--- src/rtl/interrupt_controller.sv ---
`default_nettype none
// ============================================================================
// Module      : interrupt_controller
// Description : Prioritised IRQ controller that issues one-shot PC takes to the
//               control unit. Define INTC_EDGE_EN for rising-edge capture.
// Revision    : 1.0 - initial release
// ============================================================================
module interrupt_controller #(
    parameter int         N_IRQ      = 4,
    parameter logic [9:0] VEC_BASE   = 10'h3C0,
    parameter int         VEC_STRIDE = 4
) (
    input  logic             clk,
    input  logic             reset,
    input  logic [N_IRQ-1:0] irq,
    input  logic             enable_pc,
    input  logic             reti,
    input  logic             ie_we,
    input  logic             ie_wdata,
    input  logic             mask_we,
    input  logic [N_IRQ-1:0] mask_wdata,
    output logic             int_take,
    output logic [9:0]       int_vector,
    output logic             in_service,
    output logic [N_IRQ-1:0] pending
);

    localparam int         c_IDX_W   = (N_IRQ > 1) ? $clog2(N_IRQ) : 1;
    localparam logic [1:0] c_IDLE    = 2'd0;
    localparam logic [1:0] c_TAKE    = 2'd1;
    localparam logic [1:0] c_SERVICE = 2'd2;

    logic [1:0]         r_state;
    logic [N_IRQ-1:0]   r_mask;
    logic               r_ie;
    logic [c_IDX_W-1:0] r_sel_idx;

    logic [N_IRQ-1:0]   w_cand;
    logic [N_IRQ-1:0]   w_set;
    logic [N_IRQ-1:0]   w_clr;
    logic [c_IDX_W-1:0] w_sel;
    logic               w_found;
    logic [9:0]         w_vector;

`ifdef INTC_EDGE_EN
    logic [N_IRQ-1:0]   r_irq_d;

    always_ff @(posedge clk) begin
        if (reset) r_irq_d <= '0;
        else       r_irq_d <= irq;
    end

    assign w_set = irq & ~r_irq_d;
`else
    assign w_set = irq;
`endif

    always_comb begin
        w_cand  = pending & r_mask;
        w_found = |w_cand;
        w_sel   = '0;
        // Scan downwards so the lowest set index is the last one written.
        for (int i = N_IRQ - 1; i >= 0; i--) begin
            if (w_cand[i]) w_sel = c_IDX_W'(i);
        end
        w_vector = VEC_BASE + 10'(w_sel) * 10'(VEC_STRIDE);
        w_clr    = '0;
        if (r_state == c_TAKE && enable_pc) w_clr[r_sel_idx] = 1'b1;
    end

    always_ff @(posedge clk) begin
        if (reset) begin
            r_state    <= c_IDLE;
            pending    <= '0;
            r_mask     <= '0;
            r_ie       <= 1'b0;
            r_sel_idx  <= '0;
            int_take   <= 1'b0;
            int_vector <= '0;
            in_service <= 1'b0;
        end else begin
            // A new capture on the same bit as a completing take wins.
            pending <= (pending & ~w_clr) | w_set;
            if (ie_we)   r_ie   <= ie_wdata;
            if (mask_we) r_mask <= mask_wdata;
            case (r_state)
                c_IDLE: begin
                    if (r_ie && w_found) begin
                        r_sel_idx  <= w_sel;
                        int_vector <= w_vector;
                        int_take   <= 1'b1;
                        r_state    <= c_TAKE;
                    end
                end
                c_TAKE: begin
                    if (enable_pc) begin
                        int_take   <= 1'b0;
                        in_service <= 1'b1;
                        r_state    <= c_SERVICE;
                    end
                end
                c_SERVICE: begin
                    if (reti) begin
                        in_service <= 1'b0;
                        r_state    <= c_IDLE;
                    end
                end
                default: r_state <= c_IDLE;
            endcase
        end
    end

endmodule
`default_nettype wire

--- config.mk ---
export PLATFORM = sky130hd
export DESIGN_NAME = interrupt_controller
export DESIGN_NICKNAME = d
export VERILOG_FILES = /design/src/rtl/interrupt_controller.sv
export SDC_FILE = /design/constraint.sdc
export NUM_CORES = 1
export LEC_CHECK = 0
export BUFFER_PORTS_ARGS = -buffer_cell sky130_fd_sc_hd__buf_2
export CAP_MARGIN = 20
export CORE_ASPECT_RATIO = 0.9
export CORE_MARGIN = 3
export CORE_UTILIZATION = 30
export CTS_CLUSTER_SIZE = 8
export DETAILED_ROUTE_END_ITERATION = 6
export SETUP_SLACK_MARGIN = 0.3
export SLEW_MARGIN = 10
export SYNTH_ARGS = -nofsm -noshare
export SYNTH_HDL_FRONTEND = slang
export SYNTH_SLANG_ARGS = --single-unit
export TNS_END_PERCENT = 20
--- constraint.sdc ---
create_clock -name clk -period 2.75 [get_ports clk]
set_input_delay 0.55 -clock clk [delete_from_list [all_inputs] [get_ports clk]]
set_output_delay 0.55 -clock clk [all_outputs]
set_load 0.02 [all_outputs]
# [Yosys cells after proc, flatten, opt, wreduce, memory -nomap -nowiden]
# Cells that the tools add are included.
[totals] ram_bits=0 ff_bits=25 latch_bits=0 memories=0 in_bits=15 elab_cells=48 mem_bits_ro=0
[op_classes] muxes=17 div_mod_pow=0 magnitude_cmp=2 bitwise=4 n_shift=0 multipliers=0 n_addsub=1 reduce_logical=11 n_eq_ne=5
[op_table] operator="2-bit 2-to-1 mux" n=7
[op_table] operator="3-bit AND reduction" n=3
[op_table] operator="7-bit by 5-bit adder with 8-bit output (first input constant)" n=1
[op_table] operator="4-bit AND" n=2
[op_table] operator="2-bit inequality test (second input constant)" n=3
[op_table] operator="2-bit one-hot mux with 3 select lines" n=1
[op_table] operator="1-bit 2-to-1 mux" n=5
[op_table] operator="4-bit 2-to-1 mux" n=1
[op_table] operator="4-bit NOT" n=1
[op_table] operator="4-bit OR" n=1
[op_table] operator="1-bit one-hot mux with 2 select lines" n=2
[op_table] operator="2-bit nonzero test" n=2
[op_table] operator="4-bit OR reduction" n=1
[op_table] operator="1-bit logical AND" n=3
[op_table] operator="2-bit by 3-bit less-than comparator with 1-bit output (second input constant)" n=1
[op_table] operator="1-bit demux with 2-bit select" n=1
[op_table] operator="2-bit by 1-bit equality test with 1-bit output (second input constant)" n=1
[op_table] operator="2-bit equality test (second input constant)" n=1
[op_table] operator="2-bit by 1-bit greater-or-equal comparator with 1-bit output (second input constant)" n=1
[op_table] operator="2-bit logical NOT" n=1
[op_table] operator="2-bit AND reduction" n=1

# [Depth between registers and ports, before layout]
[depth] ltp_word=8 mapped_depth=4 depth_no_buf=4

# [Worst setup path after synthesis]
# OpenSTA, ideal clock, no wires.
[synth_timing] path_type="input to register" from="in reset" to="reg r_state[0]" t_arrival_ns=1.242 path_slack_ns=1.421 path_stages=3 required_ns=2.663 path_buffers=1 setup_time_ns=0.087 cell_sequence="clkbuf_1 or4b_1 o31ai_1"
[synth_lines] element="start, declared" line="14" source="input logic reset,"
[synth_lines] element="end signal, assigned" line="73" source="r_state <= c_IDLE;"
[synth_lines] element="end signal, assigned" line="92" source="r_state <= c_TAKE;"
[synth_lines] element="end signal, assigned" line="99" source="r_state <= c_SERVICE;"
[synth_lines] element="end, declared" line="33" source="logic [1:0] r_state;"

==> out/metrics.csv <==
metric,value,unit
Vias/cell,4.67,
synth top area cells,"dfxtp_1 (46%), buf_4 (7.5%), mux2i_1 (7.1%)",
storage element area,320,um^2
CP bufs+invs,1,
Yosys warnings,0,
grt peak-use layer,met2,
Routed wire per std cell,11.6,um
CTS tree,done,
DR pass1 iterations,3,
worst hold path type,reg -> reg,
top cell type's share of synthesized area,0.456,
worst skew pair latency,0.29,ns
share of layout cells above drive strength 1,0.337,
antenna violations before repair,0,
Avg Inst Size Synth,9.38,um^2
"Largest delay share family, worst path",flip-flops,
clock root buffer,clkbuf_4,
GP Congestion,0.758,
Post-Syn Area,703,um^2
RSZ-0062 raised after global routing,no,
setup TNS,0,ns
Max Clk Rate,0.683,GHz
Chip Height,51.9,um
diode count,0,
status,completed,
clk_skew,0.00489,ns
fin nets,114,
final setup fails,0,
largest stage delay on the critical path,0.43,ns
"Hold-fix buffers, CTS",0,
Routed WL,1430,um
multi-input logic area,323,um^2
max_cap viols,0,
final cell count without fillers,123,
number of port buffers,26,
final hold violation count,0,
worst r2r src,pending[1],
Post-Synthesis Cells,75,
Residual DRC,0,
I/O pins,31,
Min Hold Slack,0.464,ns
pin count of the biggest net entering global routing,19,
chip width,57.0,um
Crit-path slowest cell,dfxtp_1,
Yosys cell types,25,
Filler cells,222,
met3 GRT Util,0.0571,
M1 GR Usage,0.136,
crit-path cells,buf_2,
Max Buffers Root-to-Sink,2,
initial core utilization,0.341,
Core Area,2060,um^2
register area share after synthesis,0.456,
PwrDens,550,nW/um^2
"Remaining Overflow, GRT",0,
leakage,0.379,nW
crit path kind,reg -> out,
total track usage,0.107,
Crit. End Element,output pin,
Clock transition at path regs,0.10,ns
Critical Path RT,2.20,ns
die area,2960,um^2
most frequent cells in the layout,"buf_2 (26), dfxtp_1 (16), nor2_1 (9)",
largest area contributor in the netlist,dfxtp_1,
clk sinks,16,
CTS Buf Count,3,
post-synthesis register bit count,16,
min Tclk post-route,1.46,ns
startpoint types,register,
Cells after DPL,119,
hold path endpoint,int_take,
hold depth,2,
reg-to-reg critical path endpoint,r_sel_idx[0],
Hold Path Origin,int_take,
Post-CTS Setup Bufs,0,
ANT nets after route,0,
initial drt markers,11,
global-route wire length before repair,2420,um
WP data arrival,0.91,ns
vias in the first global route,529,
worst reg-to-reg setup slack,1.50,ns
largest fanout on the critical path,6,
maximum vdd drop,295,uV
met2 GRT Util,0.154,
# rows,15,
"Slew Viols, Final",0,
cts repair resizes,0,
r2r worst-path depth,4,
"commonest non-fill, non-tap cell in the layout",buf_2,
H-tree Lvls,1,
post-route clock period utilization,0.533,
total number of vias,575,
"Area growth, synth to finish",20.6,%
power by group:
group / switching (mW) / internal (mW) / total, mW
sequential: 0.00986 / 0.242 / 0.252
combinational: 0.0345 / 0.0240 / 0.0584
clock: 0.0749 / 0.0806 / 0.155
total: 0.119 / 0.347 / 0.466
final cells by class:
cell class	instances	share of cell area
Tap cell	25	0.0369
Clock buffer	4	0.0428
Inverter	2	0.00885
Sequential cell	16	0.378
Multi-Input combinational cell	50	0.381
Timing Repair Buffer	26	0.153
cell families (layout without fill, tap and decap cells):
kind of cell	count (synthesis)	count (layout)	share of synthesized area
other cells	1	4	0.00533
compound gates	14	14	0.148
mux	5	5	0.0712
buf+inv	12	32	0.101
simple gates	27	27	0.219
flops	16	16	0.456
Yosys cell counts, drive strengths merged:
master and n:
nor2b 2, buf 7, nor3b 1, dfxtp 16, conb 1, a31o 1, nor4 1, o21ai 2
nand2 5, inv 2, nor4b 2, o31ai 1, nor4bb 1, a21oi 5, a22o 2, a211oi 1
nand2b 1, nor3 4, or4b 1, a2111oi 1, nor2 9, a32oi 1, mux2i 5, clkbuf 3
worst max-delay path by stage:
stage                               end  cells after the start  slack (ns)          from
final                     int_vector[2]                      1        1.29  r_sel_idx[0]
after global routing      int_vector[2]                      1        1.21  r_sel_idx[0]
after CTS                 int_vector[2]                      1        1.27  r_sel_idx[0]
after detailed placement     pending[2]                      5        1.27     enable_pc
after global placement       r_state[0]                      3        1.32         reset
after floorplan              r_state[0]                      3        1.42         reset
state kept, by name, summed over array words and instances, names as in the netlist:
| name | count |
|---|---|
| r_mask | 4 |
| r_state | 2 |
| pending | 4 |
| int_vector | 2 |
| int_take | 1 |
| r_sel_idx | 1 |
| r_ie | 1 |
| in_service | 1 |
per-stage QoR:
stage                     utilization  total power, mW  setup WS [ns]  area (um^2)
final                           0.411            0.466           1.29          848
after global routing            0.411            0.490           1.21          848
after CTS                       0.411            0.473           1.27          848
after detailed placement        0.393            0.316           1.27          812
after global placement          0.393            0.316           1.32          812
after floorplan                     -            0.300           1.42          714
routing by layer:
metal | wire length [um] | up-vias
met3 | 126 | 2
met2 | 528 | 24
met4 | 10 | 0
met1 | 763 | 249
met5 | 0 | -
li1 | - | 300
worst reg2reg max path, delay by kind of cell, from the launching register on:
family             cells  cell delay (ns)
AOI/OAI and AO/OA      4             0.81
DFF                    1             0.35
Power figures use the tool's default switching activity.
